## src/rtl/swd_frame_engine.sv

```systemverilog
// rtl/swd_frame_engine.sv - SWD host frame engine with WAIT retry and raw passthrough
module swd_frame_engine #(
    parameter int PAD_BITS     = 2,
    parameter int TURN_CYCLES  = 1,
    parameter int DATA_W       = 32,
    parameter int WAIT_RETRIES = 3
) (
    input  logic              clk,
    input  logic              rst_n,
    input  logic              start,
    input  logic              apndp,
    input  logic              rnw,
    input  logic [1:0]        addr,
    input  logic [DATA_W-1:0] wdata,
    input  logic              raw_en,
    input  logic              raw_mosi,
    output logic              raw_miso,
    output logic              swdio_o,
    output logic              swdio_oe,
    input  logic              swdio_i,
    output logic              swclk_en,
    output logic              busy,
    output logic              done,
    output logic [2:0]        ack,
    output logic [DATA_W-1:0] rdata,
    output logic              parity_err,
    output logic [3:0]        retries_used
);

    typedef enum logic [3:0] {
        S_IDLE, S_PAD, S_REQ, S_TURN1, S_ACK, S_RDATA,
        S_RPAR, S_TURN2, S_WDATA, S_WPAR, S_DONE
    } state_t;

    // With no padding a frame (and every WAIT re-issue) begins directly at the request byte.
    localparam state_t FRAME_FIRST = (PAD_BITS == 0) ? S_REQ : S_PAD;

    localparam logic [4:0] PAD_LAST  = 5'(PAD_BITS - 1);
    localparam logic [4:0] TURN_LAST = 5'(TURN_CYCLES - 1);
    localparam logic [4:0] DATA_LAST = 5'(DATA_W - 1);

    state_t            state, state_n;
    logic [4:0]        cnt;
    logic [4:0]        phase_last;
    logic              last;
    logic              accept;
    logic [7:0]        req_byte;
    logic              rnw_q;
    logic [DATA_W-1:0] wr_sh;
    logic              wpar;
    logic [DATA_W-1:0] rd_sh;
    logic              par_q;
    logic [2:0]        ack_sh;
    logic [2:0]        ack_full;
    logic              retry;

    assign accept   = (state == S_IDLE) && start && !raw_en;
    assign ack_full = {swdio_i, ack_sh[2:1]};
    assign retry    = (ack == 3'b010) && (retries_used < 4'(WAIT_RETRIES));
    assign last     = (cnt == phase_last);
    assign busy     = (state != S_IDLE);
    assign done     = (state == S_DONE);

    always_comb begin
        phase_last = 5'd0;
        case (state)
            S_PAD:            phase_last = PAD_LAST;
            S_REQ:            phase_last = 5'd7;
            S_TURN1, S_TURN2: phase_last = TURN_LAST;
            S_ACK:            phase_last = 5'd2;
            S_RDATA, S_WDATA: phase_last = DATA_LAST;
            default:          phase_last = 5'd0;
        endcase
    end

    always_comb begin
        state_n = state;
        case (state)
            S_IDLE:  if (accept) state_n = FRAME_FIRST;
            S_PAD:   if (last) state_n = S_REQ;
            S_REQ:   if (last) state_n = S_TURN1;
            S_TURN1: if (last) state_n = S_ACK;
            S_ACK:   if (last) state_n = (ack_full == 3'b001 && rnw_q) ? S_RDATA : S_TURN2;
            S_RDATA: if (last) state_n = S_RPAR;
            S_RPAR:  state_n = S_TURN2;
            S_TURN2: begin
                if (last) begin
                    if (ack == 3'b001 && !rnw_q) state_n = S_WDATA;
                    else if (retry)              state_n = FRAME_FIRST;
                    else                         state_n = S_DONE;
                end
            end
            S_WDATA: if (last) state_n = S_WPAR;
            S_WPAR:  state_n = S_DONE;
            S_DONE:  state_n = S_IDLE;
            default: state_n = S_IDLE;
        endcase
    end

    // Pin drive depends only on registered state, except the raw passthrough in IDLE.
    always_comb begin
        swdio_o  = 1'b0;
        swdio_oe = 1'b0;
        raw_miso = 1'b0;
        swclk_en = 1'b0;
        case (state)
            S_IDLE: begin
                swdio_oe = raw_en;
                swdio_o  = raw_en & raw_mosi;
                raw_miso = raw_en & swdio_i;
                swclk_en = raw_en;
            end
            S_PAD:   begin swdio_oe = 1'b1; swclk_en = 1'b1; end
            S_REQ:   begin swdio_oe = 1'b1; swdio_o = req_byte[cnt[2:0]]; swclk_en = 1'b1; end
            S_WDATA: begin swdio_oe = 1'b1; swdio_o = wr_sh[0]; swclk_en = 1'b1; end
            S_WPAR:  begin swdio_oe = 1'b1; swdio_o = wpar; swclk_en = 1'b1; end
            S_DONE:  swclk_en = 1'b0;
            default: swclk_en = 1'b1;
        endcase
    end

    always_ff @(posedge clk) begin
        if (!rst_n) begin
            state        <= S_IDLE;
            cnt          <= 5'd0;
            req_byte     <= 8'd0;
            rnw_q        <= 1'b0;
            wr_sh        <= '0;
            wpar         <= 1'b0;
            rd_sh        <= '0;
            par_q        <= 1'b0;
            ack_sh       <= 3'd0;
            ack          <= 3'd0;
            rdata        <= '0;
            parity_err   <= 1'b0;
            retries_used <= 4'd0;
        end else begin
            state <= state_n;
            cnt   <= (state == S_IDLE || last) ? 5'd0 : cnt + 5'd1;
            case (state)
                S_IDLE: begin
                    if (accept) begin
                        req_byte     <= {1'b1, 1'b0, apndp ^ rnw ^ addr[0] ^ addr[1],
                                         addr[1], addr[0], rnw, apndp, 1'b1};
                        rnw_q        <= rnw;
                        wr_sh        <= wdata;
                        wpar         <= ^wdata;
                        retries_used <= 4'd0;
                    end
                end
                S_ACK: begin
                    ack_sh <= ack_full;
                    if (last) ack <= ack_full;
                end
                S_RDATA: rd_sh <= {swdio_i, rd_sh[DATA_W-1:1]};
                S_RPAR:  par_q <= swdio_i;
                S_TURN2: if (last && !(ack == 3'b001 && !rnw_q) && retry)
                             retries_used <= retries_used + 4'd1;
                S_WDATA: wr_sh <= {1'b0, wr_sh[DATA_W-1:1]};
                default: ;
            endcase
            // Results are published on entry to DONE so they are valid alongside the pulse.
            if (state != S_DONE && state_n == S_DONE) begin
                if (ack == 3'b001 && rnw_q) begin
                    rdata      <= rd_sh;
                    parity_err <= par_q ^ (^rd_sh);
                end else begin
                    parity_err <= 1'b0;
                end
            end
        end
    end

endmodule

```

## config.mk

```make
export PLATFORM = sky130hd
export DESIGN_NAME = swd_frame_engine
export DESIGN_NICKNAME = d
export VERILOG_FILES = /design/src/rtl/swd_frame_engine.sv
export SDC_FILE = /design/constraint.sdc
export NUM_CORES = 1
export LEC_CHECK = 0
export ABC_AREA = 1
export CORE_ASPECT_RATIO = 0.75
export CORE_MARGIN = 2
export CORE_UTILIZATION = 59
export CTS_CLUSTER_SIZE = 8
export DETAILED_ROUTE_END_ITERATION = 10
export GPL_ROUTABILITY_DRIVEN = 0
export PLACE_DENSITY_LB_ADDON = 0.25
export RECOVER_POWER = 25
export SETUP_SLACK_MARGIN = 0.1
export SLEW_MARGIN = 20
export SYNTH_ARGS = -nofsm -noshare
export SYNTH_HDL_FRONTEND = slang
export SYNTH_SLANG_ARGS = --single-unit
```

## constraint.sdc

```tcl
create_clock -name clk -period 5.05 [get_ports clk]
set_clock_uncertainty 0.05 [all_clocks]
set_input_delay 0.7575 -clock clk [delete_from_list [all_inputs] [get_ports clk]]
set_output_delay 0.7575 -clock clk [all_outputs]
set_load 0.005 [all_outputs]
```

Word level (Yosys, flattened, before mapping)
Index checks and enable logic that the tools add are counted.

storage, ports and cells
  register bits = 126
  input port bits = 42
  logic and storage cells = 94
  output and inout bits = 46

cells by class
  reduce and logical (&&, ||, !) cells = 27
  multiplexer cells = 25
  order comparisons = 2
  equal/unequal tests = 18
  bitwise gates (word level) = 7
  $add $sub $neg = 2

operators with widths
  operator             count
  $pmux 32 s2          1
  $reduce_xor 32->1    2
  $mux 4               12
  $pmux 4 s10          1
  $mux 32              1
  $pmux 5 s4           1
  $eq 4x3->1 const B   4
  $eq 4x4->1 const B   4
  $logic_and 1x1->1    9
  $eq 4x2->1 const B   2
  $pmux 4 s2           1
  $reduce_and 2->1     4
  $eq 3x1->1 const B   2
  $add 5x1->5 const B  1
  $eq 5x5->1           1
  $add 4x1->4 const B  1
  $eq 4x1->1 const B   1
  $logic_not 4->1      1
  $lt 3x4->1 const B   1
  $lt 4x2->1 const B   1
  $ne 2x2->1 const B   2
  $ne 4x4->1 const B   1
  $pmux 1 s2           2
  $pmux 1 s4           1
  14 further kinds     24

Depth between registers and ports, before layout
Gate-level depths: netlist of the first run.

  word-level depth = 9
  mapped depth = 18

Least setup slack after synthesis of the first run
No wires, ideal clock.

  path type = flip-flop to output port
  start point = reg state[3]
  end point = out swdio_o
  cell stages (with the launch flop) = 9
  required time = 4.243 ns
  path slack = 2.905 ns
  path buffers = 2
  arrival = 1.338 ns
  cells stage by stage = dfxtp_1 > inv_2 > nor2_2 > nand2_2 > buf_6 > inv_1 > clkbuf_1 > nand2_1 > nand3_1

between the ends
  word-level cells in the longest chain between the ends = 2
  elaborated cells on any way between the ends = 5
  classes of those cells = 3 x eq/ne; 1 x mux; 1 x reduce/logical

ends and longest elaborated chain
  element                             RTL line  text
  start: declaration                  42        state_t state, state_n;
  start signal: assignment            138       state <= state_n;
  $eq 4x4->1 (tied with other cells)  106       case (state)
  $pmux 1 s4 (*)                      106
  end: declaration                    18        output logic swdio_o,

Every way passes the cells marked *; elsewhere a longest branch is shown, timed or not.

Worst setup path in the final report of the first run
  start point = reg state[0]
  end point = reg rdata[8]

between the ends
  word-level cells in the longest chain between the ends = 9
  elaborated cells on any way between the ends = 28
  classes of those cells = 12 x eq/ne; 10 x mux; 6 x reduce/logical

ends and longest elaborated chain
  element                                          RTL line  text
  $eq 4x3->1 / $eq 4x4->1 (equally long branches)  66, 78
  $reduce_or 2->1                                  66        case (state)
  $pmux 5 s4                                       66
  $eq 5x5->1                                       60        assign last = (cnt == phase_last);
  $mux 4 (tied with other cells)                   93        S_WDATA: if (last) state_n = S_WPAR;
  $pmux 4 s10                                      78        case (state)
  $eq 4x4->1                                       163       if (state != S_DONE && state_n == S_DONE) begin
  $logic_and 1x1->1 (*)                            163
  $reduce_and 2->1 (no source line) (*)            --
  end signal: assignment                           165       rdata <= rd_sh;
  end: declaration                                 25        output logic [DATA_W-1:0] rdata,

Marks and branches as above.
A chain may end at the register's enable or synchronous reset.

==> flow_summary.yaml, run 1 <==
status:
  outcome: "finished with violations"
  violations: "max-capacitance violations, max-slew violations"
floorplanning:
  dieArea_mm2: 0.0114
  io_pins: 88
  start_util: 0.606
  fp.dieH_um: 93.0
  std_cell_rows: 32
  die_width_um: 123
  fp.coreArea_mm2: 0.0103
synth:
  syn_nets: 981
  synthFlopType: "dfxtp_1"
  yosysMostFrequentCell: "nand2_1"
  syn_area_per_cell_um2: 6.66
  yosysSeqAreaShare: 0.395
  yosys.area.top_type: "dfxtp_1"
  syn_inst: 937
  ys_types: 31
  synthTopCellsByCount: "nand2_1 (253), inv_1 (142), dfxtp_1 (123)"
  synthTopCellsByArea: "dfxtp_1 (39%), nand2_1 (15%), inv_1 (8.5%)"
  syn-cell-area_mm2: 0.00624
  ys_ff_latch: 123
  synth_edf_count: 0
  yosys.area.top_type_share: 0.395
  synth-async-reset-ratio: 0
  yosys_warnings: 0
worst_setup_path:
  crit_arrival_ns: 4.10
  path_buf_inv: 1
  criticalPathCategory: "reg2reg"
  cpMostUsedCell: "nand2_1"
  startpoint_type: "flip-flop"
  critPathCaptureType: "flip-flop"
  slowest_delay_ns: 0.72
  crit_slowest_cell: "nand3_2"
  crit_fanout: 42
  crit_family: "simple AND/OR/NAND/NOR gates"
  critPathRequiredTime_ns: 5.34
  crit_chain: "nor2_1, nand2_2, nand2_1, nand2_1, nand2_1, nand2_1, nor2_1, nand2_1, nand2_1, nand2_1, nand2_2, nand3_2, nand2_1, inv_1, nor2_1"
global_routing:
  grt_pass1_wl_um: 24900
  grt.total_usage: 0.270
  gr-total-overflow: 0
  grt_pass1_vias: 5602
  antenna_found_initial: 0
  grt_max_degree: 68
power:
  p_comb_frac: 0.217
  power.net_switching_w: 0.000884
  p_int_w: 0.00214
  power_frac_seq: 0.363
  power_w: 0.00302
  leakage_nw: 3.35
  p_clk_frac: 0.419
  power_density_mw_per_mm2: 391
  peakVddDrop_mv: 0.293
  switching_share: 0.292
min_path:
  min-delay-path-class: "reg2reg"
timing:
  period_share: 0.753
  rsz0062_at_grt: "no"
  finalSetupTns_ns: 0
  setup_viol_count_final: 0
  slew_headroom: -0.752
  tightest_slew_ns: 2.63
  drv_slew: 133
  postLayoutSetupSlackWorst_ns: 1.25
  hold_violations: 0
  fmax_ghz: 0.263
  period_minus_slack_ns: 3.80
detailed_routing:
  drcViolationCount: 0
  wirelength_um: 14300
  ant_nets: 0
  post_drt_wl_per_cell_um: 12.4
  dr.pass1.iters: 6
  vias: 6090
  viasPerCell: 5.30
  drt_iter0_drc: 663
clock_tree:
  postCtsSetupRepairBufs: 0
  clk_pin_slew_ns: 0.05
  post_cts_resized: 0
  ctsHoldBuffers: 0
  root_buffer: "clkbuf_16"
  clock_latency_ns: 0.41
  cts_tree: "built"
  clk_path_buf_depth: 2
  cts-htree-levels: 4
  cts.sinks: 123
  cts_buffers: 17
run:
  drv_cap: 2
place:
  numPortBuffers: 87
  dp_hpwl_um: 9140
  pre_cts_ws_ns: 1.33
layout:
  diodes: 0
  syn_to_final_growth_pct: 24.0
  multiInputGateArea_mm2: 0.00303
  nets: 1048
  drive_gt1_frac: 0.0414
  fin_util: 0.752
  fillers: 809
  seq_area_mm2: 0.00246
-- cells by family after synthesis --
family / Yosys count / share of synthesized area
buffers and inverters: 191 / 0.119
AND/OR/NAND/NOR: 402 / 0.268
flip-flops: 123 / 0.395
adder cells (fa/ha/maj): 2 / 0.00401
AO/OA/AOI/OAI: 173 / 0.149
XOR/XNOR: 46 / 0.0646
-- through the flow --
step | hold slack [ns] | area [um^2] | instances
6_report | 0.409 | 7730 | 1150
5_1_grt | 0.428 | 7730 | 1150
4_1_cts | 0.414 | 7740 | 1150
3_5_place_dp | 0.407 | 7120 | 1121
3_3_place_gp | 0.404 | 7120 | 1121
2_1_floorplan | 0.389 | 6240 | 937
-- worst paths after layout --
check                   from  cells after the start  slack [ns]         endpoint
max reg2reg         state[0]                     15        1.25         rdata[8]
min reg2reg  retries_used[3]                      2        0.41  retries_used[3]
min          retries_used[3]                      2        0.41  retries_used[3]
max                 state[0]                     15        1.25         rdata[8]
-- worst register-to-register path, stage by stage (launching register included) --
cell     delay, ns
dfxtp_1       0.37
nor2_1        0.26
nand2_2       0.48
nand2_1       0.22
nand2_1       0.08
nand2_1       0.08
nand2_1       0.05
nor2_1        0.15
nand2_1       0.15
nand2_1       0.09
nand2_1       0.08
nand2_2       0.53
nand3_2       0.72
nand2_1       0.25
inv_1         0.06
nor2_1        0.10
-- sequential cells by signal (all words and copies together) (netlist names) --
name / count
rd_sh: 32
rdata: 32
wr_sh: 32
req_byte: 6
cnt: 5
retries_used: 4
state: 4
ack: 3
ack_sh: 2
par_q: 1
parity_err: 1
wpar: 1
-- power groups by stage --
stage | combinational (W) | sequential (W) | clock, W
6_report | 0.000657 | 0.00110 | 0.00127
2_1_floorplan | 0.000460 | 0.00110 | 0
3_3_place_gp | 0.000623 | 0.00111 | 0
3_5_place_dp | 0.000638 | 0.00111 | 0
4_1_cts | 0.000645 | 0.00110 | 0.00128
5_1_grt | 0.000728 | 0.00111 | 0.00133
-- metal layers --
metal | wire length [um] | vias up | GRT usage
li1 | - | 3115 | -
met1 | 6720 | 2746 | 0.362
met2 | 6390 | 217 | 0.429
met3 | 970 | 12 | 0.0555
met4 | 180 | 0 | 0.0977
met5 | 0 | - | 0
-- layout by cell type, fill, tap and decap left out --
| cell type | count |
|---|---|
| nand2_1 | 253 |
| inv_1 | 143 |
| dfxtp_1 | 123 |
| o21ai_0 | 83 |
| nor2_1 | 71 |
| clkdlybuf4s50_1 | 70 |
| a21oi_1 | 53 |
| nand4_1 | 36 |
| xnor2_1 | 32 |
| a31oi_1 | 32 |
| nand3_1 | 25 |
| clkbuf_16 | 17 |
| dlygate4sd3_1 | 16 |
| xor2_1 | 14 |
| nor3_1 | 6 |
| buf_4 | 5 |
| clkbuf_1 | 4 |
| bufinv_16 | 4 |
| nand2_2 | 3 |
| clkbuf_8 | 3 |
| nor2_2 | 2 |
| nor4_1 | 2 |
| clkinv_1 | 2 |
| ha_1 | 2 |
| clkinvlp_4 | 2 |
| o41ai_1 | 1 |
| inv_2 | 1 |
| a32oi_1 | 1 |
| nor2_4 | 1 |
| o21ai_4 | 1 |
| nand3_2 | 1 |
| o2111ai_1 | 1 |
| or2_2 | 1 |
| a21o_1 | 1 |
| and2_1 | 1 |
| clkinv_2 | 1 |
-- layout make-up --
class	instances	share of cell area
clock buffer	22	0.0613
inverter	146	0.0709
timing repair buffer	93	0.117
tap	136	0.0220
clock inverter	7	0.0181
sequential	123	0.318
multi-input combinational	623	0.392
Power figures use the tool's default switching activity.
==> run 2, diff against run 1 <==
CORE_UTILIZATION = 55   (was 59)
clock period = 3.6 ns   (was 5.05 ns; I/O delays follow)
==> flow_summary.yaml, run 2 (synthesized netlist as in run 1, its figures left out) <==
status:
  outcome: "finished, final reports clean"
clock_tree:
  cts_buffers: 17
  post_cts_resized: 0
  postCtsSetupRepairBufs: 0
  clock_latency_ns: 0.41
  cts_tree: "built"
  cts-htree-levels: 4
  ctsHoldBuffers: 0
  cts.sinks: 123
  clk_path_buf_depth: 2
  clk_pin_slew_ns: 0.05
  root_buffer: "clkbuf_16"
layout:
  diodes: 0
  nets: 1051
  seq_area_mm2: 0.00246
  fillers: 924
  drive_gt1_frac: 0.0461
  multiInputGateArea_mm2: 0.00303
  layout_common_cells: "nand2_1 (253), inv_1 (143), dfxtp_1 (123)"
  fin_util: 0.704
  syn_to_final_growth_pct: 24.1
  final_common_cell: "nand2_1"
  largest_registers: "rd_sh (32), rdata (32), wr_sh (32)"
run:
  drv_cap: 0
global_routing:
  antenna_found_initial: 0
  grt_max_degree: 67
  grt_pass1_vias: 5448
  gr-total-overflow: 0
  grt_pass1_wl_um: 25400
  grt.total_usage: 0.255
floorplanning:
  fp.coreArea_mm2: 0.0110
  dieArea_mm2: 0.0122
  fp.dieH_um: 96.2
  std_cell_rows: 33
  io_pins: 88
  die_width_um: 127
  start_util: 0.568
detailed_routing:
  vias: 6000
  drcViolationCount: 0
  wirelength_um: 14600
  dr.pass1.iters: 6
  ant_nets: 0
  viasPerCell: 5.18
  post_drt_wl_per_cell_um: 12.6
  drt_iter0_drc: 489
place:
  numPortBuffers: 87
  dp_hpwl_um: 9480
timing:
  fmax_ghz: 0.322
  period_share: 0.864
  drv_slew: 0
  tightest_slew_ns: 0.718
  period_minus_slack_ns: 3.11
  hold_violations: 0
  finalSetupTns_ns: 0
  slew_headroom: 0.521
  rsz0062_at_grt: "no"
  setup_viol_count_final: 0
min_path:
  min-delay-path-class: "reg2reg"
  hold_depth: 2
power:
  power_frac_seq: 0.369
  p_clk_frac: 0.409
  leakage_nw: 3.33
  switching_share: 0.299
  peakVddDrop_mv: 0.367
  power_density_mw_per_mm2: 540
  p_comb_frac: 0.223
  power_w: 0.00418
  p_int_w: 0.00293
  power.net_switching_w: 0.00125
worst_setup_path:
  critPathCaptureType: "flip-flop"
  startpoint_type: "flip-flop"
  rr_worst_depth: 16
  critPathRequiredTime_ns: 3.89
  crit_fanout: 66
  crit_arrival_ns: 3.40
  criticalPathCategory: "reg2reg"
## run 2: changes by cell type in the layout (fill, tap and decap cells not counted), sizes merged
cell           previous run  this run
clkdlybuf4s50            70        80
dlygate4sd3              16         6
buf                       5        10
clkinv                    3         6
bufinv                    4         3
clkbuf                   24        23
clkinvlp                  2         1
## run 2: through the flow
step / instances / hold slack [ns] / area [um^2] / setup slack (ns)
2_1_floorplan: 937 / 0.389 / 6240 / 1.54
3_3_place_gp: 1128 / 0.397 / 7150 / 0.663
3_5_place_dp: 1128 / 0.410 / 7150 / 0.605
6_report: 1159 / 0.421 / 7740 / 0.491
4_1_cts: 1159 / 0.417 / 7740 / 0.537
5_1_grt: 1159 / 0.433 / 7740 / 0.0956
## run 2: cell type report
type,instances,share of cell area
Clock buffer,23,0.0605
Clock inverter,8,0.0152
Inverter,146,0.0708
Multi-Input combinational cell,623,0.392
Sequential cell,123,0.318
Tap cell,140,0.0226
Timing Repair Buffer,96,0.121
## run 2: critical path: stages (launching register included)
cell	delay, ns
dfxtp_1	0.35
inv_1	0.10
nor2_1	0.06
nand2_1	0.11
buf_4	0.48
nand3_1	0.13
nand2_1	0.12
nand2_1	0.06
nor2_1	0.16
nand2_1	0.18
nand2_1	0.10
nand2_1	0.09
nand2_2	0.09
nand3_2	0.55
nand2_1	0.21
inv_1	0.07
nor2_1	0.12
## run 2: final timing paths
kind,startpoint,to,slack [ns]
worst min-delay path,retries_used[3],retries_used[3],0.42
worst min register to register,retries_used[3],retries_used[3],0.42
worst max register to register,state[2],rdata[13],0.49
worst max-delay path,state[2],rdata[13],0.49
## run 2: layer usage
layer,GRT usage,wire length (um)
met1,0.349,7240
met5,0,0
met2,0.408,6420
met3,0.0556,814
met4,0.0788,149
## run 2: power by group through the flow
stage	combinational, W	clock, W	sequential [W]
2_1_floorplan	0.000645	0	0.00155
3_3_place_gp	0.000902	0	0.00156
3_5_place_dp	0.000913	0	0.00157
4_1_cts	0.000924	0.00173	0.00154
5_1_grt	0.00104	0.00180	0.00155
6_report	0.000931	0.00171	0.00154
==> run 3, diff against run 2 <==
GPL_ROUTABILITY_DRIVEN = default   (was 0)
GPL_TIMING_DRIVEN = 0   (was default)
==> flow_summary.yaml, run 3 (synthesized netlist as in run 1, its figures left out) <==
status:
  outcome: "finished, final reports clean"
worst_setup_path:
  reg2reg_slack_ns: 0.96
  crit_arrival_ns: 2.64
  critPathRequiredTime_ns: 3.01
  crit_start: "state[0]"
  startpoint_type: "flip-flop"
  rr_worst_depth: 14
  r2r-end: "rdata[9]"
  timing.rr.start: "state[0]"
  crit_fanout: 10
  critPathCaptureType: "output port"
  criticalPathCategory: "reg2out"
detailed_routing:
  post_drt_wl_per_cell_um: 12.9
  wirelength_um: 15400
  viasPerCell: 5.22
  drt_iter0_drc: 511
  vias: 6238
  drcViolationCount: 0
  dr.pass1.iters: 5
  ant_nets: 0
power:
  p_clk_frac: 0.430
  leakage_nw: 3.49
  p_int_w: 0.00305
  switching_share: 0.302
  peakVddDrop_mv: 0.383
  power.net_switching_w: 0.00132
  p_comb_frac: 0.218
  power_frac_seq: 0.352
  power_density_mw_per_mm2: 552
layout:
  layout_common_cells: "nand2_1 (253), inv_1 (143), dfxtp_1 (123)"
  drive_gt1_frac: 0.0483
  largest_registers: "rd_sh (32), rdata (32), wr_sh (32)"
  multiInputGateArea_mm2: 0.00303
  seq_area_mm2: 0.00246
  final_common_cell: "nand2_1"
  syn_to_final_growth_pct: 27.0
  fillers: 893
  diodes: 0
  nets: 1086
timing:
  period_minus_slack_ns: 3.23
  period_share: 0.897
  hold_violations: 0
  drv_slew: 0
  rsz0062_at_grt: "no"
  slew_headroom: 0.573
  finalSetupTns_ns: 0
  fmax_ghz: 0.310
  setup_viol_count_final: 0
  tightest_slew_ns: 0.639
  postLayoutSetupSlackWorst_ns: 0.373
place:
  dp_hpwl_um: 10900
  pre_cts_ws_ns: 0.770
  gp_congestion: 0.968
  numPortBuffers: 86
global_routing:
  grt.total_usage: 0.264
  antenna_found_initial: 0
  gr-total-overflow: 0
  grt_pass1_vias: 5617
  grt_max_degree: 17
  grt_pass1_wl_um: 26000
min_path:
  hp-start: "wr_sh[23]"
  min_to: "wr_sh[22]"
  hold_depth: 2
  min-delay-path-class: "reg2reg"
floorplanning:
  start_util: 0.568
  io_pins: 88
  die_width_um: 127
  fp.dieH_um: 96.2
  fp.coreArea_mm2: 0.0110
  std_cell_rows: 33
  dieArea_mm2: 0.0122
clock_tree:
  ctsHoldBuffers: 0
  cts_tree: "built"
  root_buffer: "clkbuf_16"
  cts_buffers: 17
  clock_latency_ns: 0.42
  clk_path_buf_depth: 2
  cts.sinks: 123
  postCtsSetupRepairBufs: 0
  clk_pin_slew_ns: 0.06
  post_cts_resized: 0
  cts-htree-levels: 4
run:
  drv_cap: 0
run 3: how the worst max path moves through the flow:
stage | to | slack, ns | depth (start not counted)
2_1_floorplan | rdata[0] | 1.54 | 14
3_3_place_gp | wr_sh[26] | 0.82 | 9
3_5_place_dp | wr_sh[30] | 0.77 | 9
4_1_cts | swdio_o | 0.37 | 8
5_1_grt | swdio_o | 0.17 | 9
6_report | swdio_o | 0.37 | 8
run 3: critical path, cell delays in order (launching register included):
cell and delay, ns:
dfxtp_1 0.36, nor2_1 0.24, nand2_2 0.15, buf_6 0.17, inv_1 0.16, clkbuf_1 0.38
nand2_1 0.13, nand3_1 0.12, clkdlybuf4s50_1 0.50
run 3: metrics by stage:
stage	util	std cells	hold slack (ns)	area (um^2)	power [W]
6_report	0.721	1195	0.418	7920	0.00437
5_1_grt	0.721	1195	0.433	7920	0.00458
4_1_cts	0.721	1195	0.413	7920	0.00437
3_5_place_dp	0.662	1163	0.405	7270	0.00249
3_3_place_gp	0.662	1163	0.400	7270	0.00248
2_1_floorplan	-	937	0.389	6240	0.00219
run 3: layout make-up:
type	instances	share of cell area
multi-input cells	623	0.383
flip-flops and latches	123	0.311
repair buffers	86	0.109
inverters	146	0.0692
clock buffers	17	0.0537
clock inverters	15	0.0281
plain buffers	45	0.0246
well taps	140	0.0221
run 3: layer usage:
layer | vias to the layer above | share of wire | routed length [um] | track usage
met5 | - | 0 | 0 | 0
met4 | 0 | 0.016 | 246 | 0.0916
met3 | 27 | 0.058 | 900 | 0.0500
met2 | 187 | 0.44 | 6820 | 0.424
met1 | 2829 | 0.48 | 7480 | 0.360
li1 | 3195 | - | - | -
run 3: power groups by stage:
| stage | clock network (W) | registers (W) | logic [W] |
|---|---|---|---|
| 6_report | 0.00188 | 0.00154 | 0.000951 |
| 5_1_grt | 0.00197 | 0.00155 | 0.00106 |
| 4_1_cts | 0.00190 | 0.00154 | 0.000939 |
| 3_5_place_dp | 0 | 0.00156 | 0.000928 |
| 3_3_place_gp | 0 | 0.00156 | 0.000915 |
| 2_1_floorplan | 0 | 0.00155 | 0.000645 |
